[config.mk]
export PLATFORM = sky130hd
export DESIGN_NAME = ring_ngen
export DESIGN_NICKNAME = d
export VERILOG_FILES = /design/src/rtl/ring_ngen.sv
export SDC_FILE = /design/constraint.sdc
export NUM_CORES = 1
export LEC_CHECK = 0
export BUFFER_PORTS_ARGS = -buffer_cell sky130_fd_sc_hd__buf_4
export CAP_MARGIN = 20
export CELL_PAD_IN_SITES_DETAIL_PLACEMENT = 0
export CELL_PAD_IN_SITES_GLOBAL_PLACEMENT = 1
export CORE_ASPECT_RATIO = 0.7
export CORE_MARGIN = 2
export CORE_UTILIZATION = 40
export DETAILED_ROUTE_END_ITERATION = 12
export MAX_ROUTING_LAYER = met4
export PLACE_DENSITY_LB_ADDON = 0.1
export SKIP_LAST_GASP = 1
export SLEW_MARGIN = 20
export SYNTH_ARGS = -nofsm -noshare
export SYNTH_HDL_FRONTEND = slang
export SYNTH_SLANG_ARGS = --single-unit
[constraint.sdc]
create_clock -name clk -period 4.55 [get_ports clk]
set_input_delay 0.91 -clock clk [delete_from_list [all_inputs] [get_ports clk]]
set_output_delay 0.91 -clock clk [all_outputs]
set_load 0.005 [all_outputs]
[src/rtl/ring_ngen.sv]
// ring_ngen: parametrised 1-of-RAILS ring source generator.
//
// Emits CHANNELS lockstep 1-of-RAILS DATA wavefronts separated by NULL
// wavefronts under the NCL completion handshake. The active rail of every
// channel rotates upward by STEP after each DATA wavefront unless hold is set.
// It also provides run/hold control, a wavefront counter and a stall watchdog.
//
// Ports
//   clk     in   1               single clock, rising edge
//   init    in   1               synchronous active-high reset
//   run     in   1               1 = generate wavefronts, 0 = park in NULL
//   hold    in   1               1 = keep the current rails at the DATA->NULL edge
//   TCOMP   in   CHANNELS        sink completion per channel (1 = DATA held)
//   C       out  CHANNELS*RAILS  channel k on C[k*RAILS +: RAILS]; 0 = NULL
//   wcount  out  CNT_W           DATA wavefronts issued since init (wraps)
//   stall   out  1               handshake wait reached TIMEOUT cycles
module ring_ngen #(
  parameter int RAILS     = 3,
  parameter int CHANNELS  = 1,
  parameter int STEP      = 1,
  parameter int INIT_RAIL = 0,
  parameter int CNT_W     = 16,
  parameter int TIMEOUT   = 0
) (
  input  logic                         clk,
  input  logic                         init,
  input  logic                         run,
  input  logic                         hold,
  input  logic [CHANNELS-1:0]          TCOMP,
  output logic [CHANNELS*RAILS-1:0]    C,
  output logic [CNT_W-1:0]             wcount,
  output logic                         stall
);

  localparam int RW = (RAILS > 1) ? $clog2(RAILS) : 1;

  // Reject illegal parameter sets at elaboration.
  if (RAILS < 2) begin : g_err_rails
    $error("ring_ngen: RAILS must be >= 2");
  end
  if (CHANNELS < 1) begin : g_err_channels
    $error("ring_ngen: CHANNELS must be >= 1");
  end
  if (STEP < 0 || STEP >= RAILS) begin : g_err_step
    $error("ring_ngen: STEP must be in 0..RAILS-1");
  end
  if (INIT_RAIL < 0 || INIT_RAIL >= RAILS) begin : g_err_init_rail
    $error("ring_ngen: INIT_RAIL must be in 0..RAILS-1");
  end
  if (CNT_W < 1) begin : g_err_cnt_w
    $error("ring_ngen: CNT_W must be >= 1");
  end
  if (TIMEOUT < 0) begin : g_err_timeout
    $error("ring_ngen: TIMEOUT must be >= 0");
  end

  typedef enum logic {
    NULL_WAIT = 1'b0,
    DATA_WAIT = 1'b1
  } state_t;

  state_t                      state_q, state_d;
  logic [CNT_W-1:0]            wcount_q, wcount_d;
  logic [CHANNELS*RAILS-1:0]   c_q, c_d;
  logic                        allnull, alldata;
  logic                        go_data, go_null;

  // Completion join across channels: a mixed TCOMP vector satisfies neither.
  assign allnull = ~|TCOMP;
  assign alldata = &TCOMP;

  // Single-cycle strobes for the two state transitions.
  assign go_data = (state_q == NULL_WAIT) && allnull && run;
  assign go_null = (state_q == DATA_WAIT) && alldata;

  // ---------------------------------------------------------------------------
  // Control FSM
  // ---------------------------------------------------------------------------
  always_comb begin
    state_d  = state_q;
    wcount_d = wcount_q;
    unique case (state_q)
      NULL_WAIT: begin
        if (allnull && run) begin
          state_d  = DATA_WAIT;
          wcount_d = wcount_q + CNT_W'(1);
        end
      end
      DATA_WAIT: begin
        if (alldata) begin
          state_d = NULL_WAIT;
        end
      end
      default: begin
        state_d = NULL_WAIT;
      end
    endcase
  end

  always_ff @(posedge clk) begin
    if (init) begin
      state_q  <= NULL_WAIT;
      wcount_q <= '0;
      c_q      <= '0;
    end else begin
      state_q  <= state_d;
      wcount_q <= wcount_d;
      c_q      <= c_d;
    end
  end

  // ---------------------------------------------------------------------------
  // Per-channel rail pointer and output encoding
  // ---------------------------------------------------------------------------
  for (genvar gi = 0; gi < CHANNELS; gi++) begin : g_ch
    localparam logic [RW-1:0] RAIL_RST = RW'((INIT_RAIL + gi) % RAILS);

    logic [RW-1:0]    rail_q, rail_d;
    logic [RW:0]      rail_sum;
    logic [RW-1:0]    rail_next;
    logic [RAILS-1:0] onehot;

    // rail + STEP never exceeds 2*(RAILS-1), so one conditional subtract
    // gives an exact modulo for any RAILS, power of two or not.
    assign rail_sum  = {1'b0, rail_q} + (RW+1)'(STEP);
    assign rail_next = (rail_sum >= (RW+1)'(RAILS)) ?
                       RW'(rail_sum - (RW+1)'(RAILS)) : rail_sum[RW-1:0];

    // Rotation happens on the DATA->NULL edge so the next DATA already sees
    // the new value; hold freezes it for exactly that edge.
    assign rail_d = (go_null && !hold) ? rail_next : rail_q;

    assign onehot = RAILS'(1) << rail_q;

    // C only ever switches between all-zero and a full one-hot code.
    assign c_d[gi*RAILS +: RAILS] = go_data ? onehot :
                                    go_null ? '0     :
                                              c_q[gi*RAILS +: RAILS];

    always_ff @(posedge clk) begin
      if (init) begin
        rail_q <= RAIL_RST;
      end else begin
        rail_q <= rail_d;
      end
    end
  end

  // ---------------------------------------------------------------------------
  // Stall watchdog
  // ---------------------------------------------------------------------------
  if (TIMEOUT > 0) begin : g_wd
    localparam int TW = $clog2(TIMEOUT + 1);

    logic [TW-1:0] wait_q, wait_d;
    logic          stall_q, stall_d;
    logic          wait_en;

    // A parked source (NULL with run low) is idle, not stalled.
    assign wait_en = (state_q == DATA_WAIT) || run;

    always_comb begin
      wait_d = wait_q;
      if (go_data || go_null) begin
        wait_d = '0;
      end else if (wait_en && (wait_q != TW'(TIMEOUT))) begin
        wait_d = wait_q + TW'(1);
      end
      // Counter saturates at TIMEOUT, so equality keeps stall asserted.
      stall_d = (wait_d == TW'(TIMEOUT));
    end

    always_ff @(posedge clk) begin
      if (init) begin
        wait_q  <= '0;
        stall_q <= 1'b0;
      end else begin
        wait_q  <= wait_d;
        stall_q <= stall_d;
      end
    end

    assign stall = stall_q;
  end else begin : g_no_wd
    assign stall = 1'b0;
  end

  assign C      = c_q;
  assign wcount = wcount_q;

endmodule

* Word-level counts from Yosys, hierarchy flattened
Index checks and enable logic that the tools add are counted.
** Word-level totals
- Bits in registers :: 22
- Input bits :: 5
- Output and inout bits :: 20
- Logic and storage cells :: 25
** Cells by class
- Add/subtract/negate cells :: 3
- $lt $le $gt $ge :: 1
- Shifts and indexed selects :: 1
- Multiplexer cells :: 6
- Bitwise logic cells :: 1
- Reductions and logical operators :: 9
** Operators with widths (number)
- $add A16 B1 Y16 const B :: 1
- $mux W3 :: 2
- $logic_and A1 B1 Y1 :: 5
- $add A2 B1 Y3 const B :: 1
- $ge A3 B2 Y1 const B :: 1
- $shl A1 B2 Y3 const A :: 1
- $logic_not A1 Y1 :: 2
- $mux W1 :: 2
- $mux W2 :: 1
- $pmux W1 S2 :: 1
- $reduce_and A2 Y1 :: 1
- $reduce_bool A2 Y1 :: 1
- $sub A2 B2 Y2 const B :: 1
- $not A1 Y1 :: 1

* Longest topological paths before layout
Gate-level depths: netlist (run 1).
- Word-level depth :: 4
- Gate-level depth with buffers :: 6
- Gate-level depth less buffers :: 5

* Worst setup path before layout (run 1)
Ideal clock, no wire load.
- Kind :: input to register
- From :: in TCOMP
- To :: reg wcount_q[15], in the netlist wcount[15]
- Library setup time :: 0.070 ns
- Data arrival time :: 2.330 ns
- Data required time :: 4.480 ns
- Slack :: 2.150 ns
- Stages :: 6
- Path buffers :: 2
- Path through :: or3b_1 > buf_6 > or2_1 > buf_6 > or4_1 > a21oi_1
** Between the ends
- Cells in the longest elaborated chain, start to end :: 3
** RTL lines
- start, declared :: RTL line 29 : input logic [CHANNELS-1:0] TCOMP,
- $logic_not A1 Y1 :: RTL line 69 : assign allnull = ~|TCOMP;
- $logic_and A1 B1 Y1 :: RTL line 84 : if (allnull && run) begin
- $reduce_and A2 Y1 (no line)
- end signal, assigned :: RTL line 107 : wcount_q <= wcount_d;
- end, declared :: RTL line 63 : logic [CNT_W-1:0] wcount_q, wcount_d;
Every way passes these cells.
A chain may end at the register's enable or synchronous reset.

* Final worst setup path (run 1)
Ends and elaborated chain as after synthesis.

==> flow_summary.ini, run 1 <==
[run_status]
status = finished clean

[yosys]
synthesis.nets = 120
synth_cell_type_count = 29
ys_seq_elements = 22
yosys_most_used_dff = dfxtp_1
syn-instance-count = 114
synth-edff-count = 0
synth_top_family_by_area = simple AND/OR/NAND/NOR gates
synth_xor_area_share_pct = 8.94
ys_warn_count = 0
muxShareOfSynthArea_pct = 0
yosys.area_share.simple_pct = 29.2
synth_compound_area_share_pct = 10.2
avgSynthCellArea_sq_um = 8.59
synth_seq_area_share_pct = 45.0
async_flop_share_pct = 0
syn_area_sq_um = 980
synthAdderAreaFrac_pct = 1.28

[floorplan]
coreArea_sq_um = 2220
dieArea_sq_um = 2870
row_count = 14
dieHeight_um = 45.4
die_w_um = 63.2
start_util_pct = 44.0
ios = 25

[critical_path]
required_ps = 4790
cp-start-kind = input pin
worstPathBufferInverterCount = 1
end_kind = flip-flop
critPathArrivalTime_ps = 2510
crit_chain = buf_4 > or3b_1 > or2_1 > or4_1 > a21oi_1
cpMaxStageDelayCell = or4_1
cp_max_fo = 8
crit_family = simple AND/OR/NAND/NOR gates
critical_path_class = input pin to flip-flop
max_stage_delay_ps = 490

[final_layout]
diodes = 0
nNetsFinal = 141
seq_area_sq_um = 440
stdcell_count = 166
synthToLayoutAreaGrowth_pct = 20.8
drive_gt1_share_pct = 20.9
multi_input_area_sq_um = 490
nFillCells = 223

[grt]
grt_max_degree = 23
grt_pass1_vias = 807
grt_overflow_total = 0
antenna_found_initial = 0
grtUsageTotal_pct = 17.0
grt_pass1_wl_um = 3630

[cts]
post_cts_buffers = 0
cts_num_sinks = 22
ctsResizeCount = 0
cts_buffers = 3
htreeDepth = 1
worstSkewPairLatency_ps = 310
cts_tree = built
cts-root-buf = clkbuf_4
cts_buffer_depth = 2
cts.clk_slew.worst_paths_ps = 110
holdBufCountCts = 0

[place]
dp.cells = 162
gp_congestion = 0.767
io_buffers = 23
dp_hpwl_um = 1500

[route]
avgViaCountPerCell = 5.14
num_vias = 853
drtAntennaViolNets = 0
met1_length_um = 1130
top_layer_used = met4
wl_um = 2090
wl_met2_um = 858
dr_wl_met3_um = 94
first_pass_iters = 4
wire_per_inst_um = 12.6
drcViolationCount = 0
drt_iter0_drc = 35

[power_and_ir_drop]
power_leakage_nw = 0.452
internal_power_uw = 252
combPwrFrac_pct = 5.5
ir_drop_mv = 0.164
power_density_nw_per_um2 = 271
switching_share_pct = 21.6
p_sw_uw = 69.3
seqPwrFrac_pct = 61.5
clkPwrFrac_pct = 33.0

[worst_hold_path]
hold_path.class = flip-flop to flip-flop

[timing]
hold_violations = 0
slew_violations = 0
setup_viol = 0
fmax_ghz = 0.440
fin_skew_ps = 10.1
rsz0062_at_grt = false
min_period_ps = 2270
period_share_pct = 50.0
setup_tns_ps = 0

[job]
drv_cap = 0
through the flow:
| stage | setup slack, ps | hold WS (ps) | total power [mW] | utilization, % | instance area, sq um |
|---|---|---|---|---|---|
| 2_1_floorplan | 2150 | 462 | 0.213 | - | 980 |
| 3_3_place_gp | 2030 | 468 | 0.219 | 51.6 | 1150 |
| 5_1_grt | 2190 | 529 | 0.336 | 53.2 | 1180 |
| 3_5_place_dp | 1960 | 474 | 0.220 | 51.6 | 1150 |
| 4_1_cts | 2290 | 497 | 0.325 | 53.2 | 1180 |
| 6_report | 2280 | 495 | 0.321 | 53.2 | 1180 |
cells in the final DEF (no fill, tap or decap), types with 4 or more instances in the layout:
cell type	synthesis	layout
dfxtp_1	22	22
nor3_1	4	4
or3_1	4	4
nor2_1	17	17
xor2_1	4	4
nand2_1	6	6
buf_4	1	23
a21oi_1	10	10
xnor2_1	6	6
nand3_1	5	5
nand4_1	5	5
cell families after synthesis:
family	count (synthesis)
AND/OR/NAND/NOR	54
flip-flops	22
AO/OA/AOI/OAI	18
XOR/XNOR	10
buffers and inverters	8
adder cells (fa/ha/maj)	1
other	1
power by group through the flow:
stage	registers (mW)	clock network, mW	logic, mW
finish	0.197	0.106	0.0177
global route	0.198	0.118	0.0202
CTS	0.198	0.110	0.0177
detailed placement	0.202	0	0.0177
global placement	0.202	0	0.0174
floorplan	0.202	0	0.0110
cell type report:
type | count | area share (%)
clock buffers | 4 | 3.07
inverters | 1 | 0.317
flip-flops and latches | 22 | 37.2
multi-input cells | 84 | 41.4
well taps | 32 | 3.38
repair buffers | 23 | 14.6
worst min-delay path, delay by kind of cell, from the launching register on:
kind	cells	cell delay (ps)
AO/OA/AOI/OAI	2	120
flip-flops	1	340
final timing paths:
path,start,to,slack [ps],cells past startpoint
worst min-delay path,wcount[15],wcount[15],500,2
worst min register to register,wcount[15],wcount[15],500,2
worst max-delay path,TCOMP,wcount[15],2280,5
worst max register to register,state_q,wcount[15],2610,4
registers in the layout, indices dropped and copies added (netlist names):
register	count
wcount	16
g_ch.rail_q	2
state_q	1
C	3
metal layers:
layer,up-vias,global-route usage (%)
met3,2,5.20
met1,396,21.9
met2,17,27.2
met5,-,-
met4,0,2.67
li1,438,-
synth_stat cells (2+ instances only):
cell / count / area (sq um)
nand2_1: 6 / 22.5
nand3_1: 5 / 25.0
xnor2_1: 6 / 52.6
nor3_1: 4 / 20.0
buf_6: 2 / 22.5
and3_1: 3 / 18.8
or4_1: 2 / 15.0
o31ai_1: 2 / 15.0
clkbuf_1: 4 / 15.0
nor2_1: 17 / 63.8
a21oi_1: 10 / 50.1
nand4_1: 5 / 31.3
nor3b_1: 2 / 15.0
a22oi_1: 2 / 15.0
dfxtp_1: 22 / 440
o21ai_0: 3 / 15.0
or3_1: 4 / 25.0
xor2_1: 4 / 35.0
Power figures use the tool's default switching activity.
==> run 2: changes to the inputs <==
--- a/config.mk
+++ b/config.mk
@@ -5,13 +5,14 @@
 export SDC_FILE = /design/constraint.sdc
 export NUM_CORES = 1
 export LEC_CHECK = 0
+export ABC_AREA = 1
 export BUFFER_PORTS_ARGS = -buffer_cell sky130_fd_sc_hd__buf_4
 export CAP_MARGIN = 20
 export CELL_PAD_IN_SITES_DETAIL_PLACEMENT = 0
 export CELL_PAD_IN_SITES_GLOBAL_PLACEMENT = 1
 export CORE_ASPECT_RATIO = 0.7
 export CORE_MARGIN = 2
-export CORE_UTILIZATION = 40
+export CORE_UTILIZATION = 32
 export DETAILED_ROUTE_END_ITERATION = 12
 export MAX_ROUTING_LAYER = met4
 export PLACE_DENSITY_LB_ADDON = 0.1
==> constraint.sdc (replaced) <==
create_clock -name clk -period 1.83 [get_ports clk]
set_input_delay 0.366 -clock clk [delete_from_list [all_inputs] [get_ports clk]]
set_output_delay 0.366 -clock clk [all_outputs]
set_load 0.005 [all_outputs]
==> flow_summary.ini, run 2 <==
[run_status]
status = finished clean

[cts]
htreeDepth = 1
ctsResizeCount = 0
cts_buffers = 3
cts-root-buf = clkbuf_8
worstSkewPairLatency_ps = 260
cts.clk_slew.worst_paths_ps = 90
cts_buffer_depth = 2
cts_num_sinks = 22
post_cts_buffers = 0
holdBufCountCts = 0
cts_tree = built

[yosys]
yosys_most_used_dff = dfxtp_1
async_flop_share_pct = 0
synth_cell_type_count = 20
synthTopCellsByCount = nand2_1, nor2_1, inv_1, dfxtp_1, nand3_1
yosysMostFrequentCell = nand2_1
avgSynthCellArea_sq_um = 6.54
synth.area.top_cells = dfxtp_1, nand2_1, nor2_1
syn-instance-count = 164
synth_top_area_cell = dfxtp_1
ys_seq_elements = 22
ys_warn_count = 0
netlist.area_leader.share_pct = 41.1
synthesis.nets = 170
synth_seq_area_share_pct = 41.1
syn_area_sq_um = 1070
synth-edff-count = 0

[job]
drv_cap = 0

[floorplan]
die_w_um = 73.2
coreArea_sq_um = 3170
start_util_pct = 33.8
row_count = 17
ios = 25
dieHeight_um = 52.4
dieArea_sq_um = 3840

[grt]
use_met2_pct = 24.3
grt-busiest-layer = met2
grt_pass1_wl_um = 4310
grtUsageMet3_pct = 4.23
grt_pass1_vias = 945
grtUsageMet1_pct = 19.0
grtUsageTotal_pct = 15.2
grt_max_degree = 13
antenna_found_initial = 0
grt_overflow_total = 0

[power_and_ir_drop]
ir_drop_mv = 0.350
power_leakage_nw = 0.614
power_density_nw_per_um2 = 677

[final_layout]
drive_gt1_share_pct = 17.0
synthToLayoutAreaGrowth_pct = 24.3
final_cell_mix = nand2_1, nor2_1, inv_1
nNetsFinal = 195
diodes = 0
stdcell_count = 226
final_common_cell = nand2_1
largest_register_ffs = 16

[route]
avgViaCountPerCell = 4.61
drtAntennaViolNets = 0
first_pass_iters = 4
wire_per_inst_um = 11.2
num_vias = 1041
wl_um = 2530
drt_iter0_drc = 28
drcViolationCount = 0

[critical_path]
cp_max_fo = 4
r2r-start = wcount[0]
critPathArrivalTime_ps = 1560
critical_path_class = flip-flop to flip-flop
r2r_setup_slack_ps = 480
startpoint = wcount[0]
end_kind = flip-flop
required_ps = 2030
cp-start-kind = flip-flop

[timing]
fin_skew_ps = 6.98
hold_violations = 0
period_share_pct = 74.0
slew_violations = 0
fmax_ghz = 0.738
setup_tns_ps = 0
min_period_ps = 1350
setup_viol = 0
rsz0062_at_grt = false

[place]
dp.cells = 222
gp_congestion = 0.779
io_buffers = 23
dp_hpwl_um = 1870

[worst_hold_path]
hp-start = TCOMP
hold_path.class = input pin to flip-flop
run 2: cells by family after synthesis:
group                      Yosys count  share of synthesized area (%)
and+or+nand+nor                     95                           38.5
DFF                                 22                           41.1
other                                1                          0.350
adders and majority gates            1                           1.17
AOI/OAI and AO/OA                   18                           9.10
buffers and inverters               27                           9.80
run 2: per-stage QoR:
step / utilization [%] / setup slack (ps) / power (mW) / hold slack (ps) / area [sq um]
6_report: 42.0 / 475 / 0.902 / 294 / 1330
5_1_grt: 42.0 / 265 / 0.946 / 285 / 1330
4_1_cts: 42.0 / 463 / 0.917 / 281 / 1330
3_5_place_dp: 40.3 / 397 / 0.558 / 460 / 1280
3_3_place_gp: 40.3 / 430 / 0.557 / 452 / 1280
2_1_floorplan: - / 659 / 0.535 / 445 / 1070
run 2: path summary, 6_finish.rpt:
check               endpoint  cells after the start
setup / recovery  wcount[14]                      7
hold / removal       state_q                      2
setup reg to reg  wcount[14]                      7
hold reg to reg         C[2]                      2
run 2: report_power, final:
| part | total, mW | leakage (nW) | switching (mW) | internal, mW |
|---|---|---|---|---|
| Sequential | 0.491 | 0.178 | 0.00611 | 0.485 |
| Clock | 0.355 | 0.0288 | 0.163 | 0.192 |
| Combinational | 0.0556 | 0.407 | 0.0329 | 0.0226 |
| Total | 0.902 | 0.614 | 0.202 | 0.699 |
run 2: worst max-delay path: stages (launching register included):
cell and delay, ps:
dfxtp_1 380, ha_1 200, nand3_1 90, nor2_1 230, nand4_1 170, nand2_1 90, nand2_1 50, nor2_1 80
run 2: final cells by class:
class	count	area (sq um)
fillers	336	1840
multi-input cells	115	527
flip-flops and latches	22	440
repair buffers	23	173
inverters	24	90.1
clock buffers	4	55.1
well taps	38	47.5
run 2: layer usage:
layer / routed length, um / up-vias
li1: - / 559
met1: 1330 / 460
met2: 1060 / 20
met3: 122 / 2
met4: 17 / 0
met5: 0 / -
==> run 3: changes to the inputs <==
--- a/config.mk
+++ b/config.mk
@@ -5,14 +5,14 @@
 export SDC_FILE = /design/constraint.sdc
 export NUM_CORES = 1
 export LEC_CHECK = 0
-export ABC_AREA = 1
+export ABC_AREA = 0
 export BUFFER_PORTS_ARGS = -buffer_cell sky130_fd_sc_hd__buf_4
 export CAP_MARGIN = 20
 export CELL_PAD_IN_SITES_DETAIL_PLACEMENT = 0
 export CELL_PAD_IN_SITES_GLOBAL_PLACEMENT = 1
 export CORE_ASPECT_RATIO = 0.7
 export CORE_MARGIN = 2
-export CORE_UTILIZATION = 32
+export CORE_UTILIZATION = 33
 export DETAILED_ROUTE_END_ITERATION = 12
 export MAX_ROUTING_LAYER = met4
 export PLACE_DENSITY_LB_ADDON = 0.1
==> constraint.sdc (replaced) <==
create_clock -name clk -period 1.2 [get_ports clk]
set_input_delay 0.24 -clock clk [delete_from_list [all_inputs] [get_ports clk]]
set_output_delay 0.24 -clock clk [all_outputs]
set_load 0.005 [all_outputs]
==> flow_summary.ini, run 3 (synthesized netlist as in run 1, its figures left out) <==
[timing]
period_share_pct = 130
setup_viol = 23
hold_violations = 0
setup_slack_ps = -358
rsz0062_at_grt = true
fin_skew_ps = 7.61
min_period_ps = 1560
fmax_ghz = 0.642
slew_violations = 0
hold_ws_ps = 286

[floorplan]
coreArea_sq_um = 2800
start_util_pct = 35.0
ios = 25
row_count = 16
dieArea_sq_um = 3430
die_w_um = 69.1
dieHeight_um = 49.6

[critical_path]
critPathArrivalTime_ps = 1770
required_ps = 1410
cp-start-kind = flip-flop
reg2regPathDepth = 4
critical_path_class = flip-flop to flip-flop
end_kind = flip-flop
cp_max_fo = 5

[final_layout]
final_cell_mix = buf_4, nor2_1, dfxtp_1
drive_gt1_share_pct = 56.6
diodes = 0
largest_register_ffs = 16
nNetsFinal = 182
nFillCells = 246
final_common_cell = buf_4
synthToLayoutAreaGrowth_pct = 75.7
stdcell_count = 211

[run_status]
violations = negative setup slack
status = complete, but fails checks

[route]
wire_per_inst_um = 13.9
drcViolationCount = 0
first_pass_iters = 4
drtAntennaViolNets = 0
num_vias = 1039
wl_um = 2930
drt_iter0_drc = 31
avgViaCountPerCell = 4.92

[power_and_ir_drop]
clkPwrFrac_pct = 44.6
internal_power_mw = 1.26
combPwrFrac_pct = 8.4
seqPwrFrac_pct = 47.0
power_leakage_nw = 0.731
power_density_nw_per_um2 = 925
switching_share_pct = 20.9
ir_drop_mv = 0.829
p_sw_uw = 334

[grt]
grt_max_degree = 23
grt_overflow_total = 0
grtUsageTotal_pct = 18.5
grt_pass1_wl_um = 4760
antenna_found_initial = 0
grt_pass1_vias = 985

[place]
gp_congestion = 0.757
dp.cells = 194
dp_hpwl_um = 1830
io_buffers = 23
dp_slack_ps = -432

[job]
drv_cap = 0

[cts]
cts.clk_slew.worst_paths_ps = 80
cts_buffers = 3
cts_tree = built
cts-root-buf = clkbuf_8
cts_num_sinks = 22
holdBufCountCts = 0
htreeDepth = 1
worstSkewPairLatency_ps = 280
cts_buffer_depth = 2

[worst_hold_path]
whs_path_depth = 3
hold_path.class = input pin to flip-flop
run 3: cell types whose count changed in the layout (fill, tap and decap cells not counted), moves of 5 or more:
cell and change:
xnor2_1 +5, nand2_1 -33, buf_6 +10, nand3_1 -9, buf_4 +31, dfxtp_1 -7
a21oi_2 +5, inv_1 -23, nor2_1 -17, a21oi_1 -5, dfxtp_2 +7
run 3: through the flow:
stage / cell area, sq um / utilization [%] / power, mW / TNS (ps)
after CTS: 1580 / 56.5 / 1.58 / -3880
final: 1720 / 61.4 / 1.59 / -4450
after detailed placement: 1370 / 48.8 / 0.853 / -4120
after global placement: 1370 / 48.8 / 0.851 / -3770
after floorplan: 993 / - / 0.807 / -2640
after global routing: 1720 / 61.4 / 1.64 / -5770
run 3: metal layers:
| metal | up-vias | track usage (%) | wire [um] |
|---|---|---|---|
| met5 | - | - | 0 |
| met4 | 0 | 7.19 | 45 |
| met3 | 4 | 5.52 | 145 |
| met2 | 23 | 29.5 | 1400 |
| met1 | 485 | 22.2 | 1330 |
| li1 | 527 | - | - |
run 3: repair_timing:
item / in CTS / in global routing
buffers inserted: 6 / 10
pin swaps: 12 / 20
endpoints found under the setup margin: 18 / 22
resized for setup: 24 / 24
run 3: final timing paths:
kind | start | endpoint | slack (ps)
setup / recovery | state_q | wcount[15] | -360
setup reg to reg | state_q | wcount[15] | -360
hold reg to reg | wcount[15] | wcount[15] | 500
hold / removal | TCOMP | state_q | 290
run 3: power by group through the flow:
stage	logic (mW)	clock network, mW	registers [mW]
2_1_floorplan	0.0421	0	0.765
3_3_place_gp	0.0883	0	0.763
3_5_place_dp	0.0894	0	0.764
4_1_cts	0.115	0.714	0.747
5_1_grt	0.144	0.749	0.750
6_report	0.133	0.710	0.749
run 3: final cells by class:
| cell class | count | area (sq um) | share of cell area, % |
|---|---|---|---|
| clock buffers | 3 | 41.3 | 2.40 |
| repair buffers | 64 | 518 | 30.1 |
| well taps | 36 | 45.0 | 2.62 |
| inverters | 1 | 3.75 | 0.218 |
| flip-flops and latches | 22 | 449 | 26.1 |
| clock inverters | 1 | 30.0 | 1.74 |
| multi-input cells | 84 | 634 | 36.8 |
run 3: worst max-delay path, cell delays in order, from the launching register on:
cell and delay, ps:
dfxtp_2 320, or3b_4 370, or2_4 260, or4_4 420, a21oi_2 120
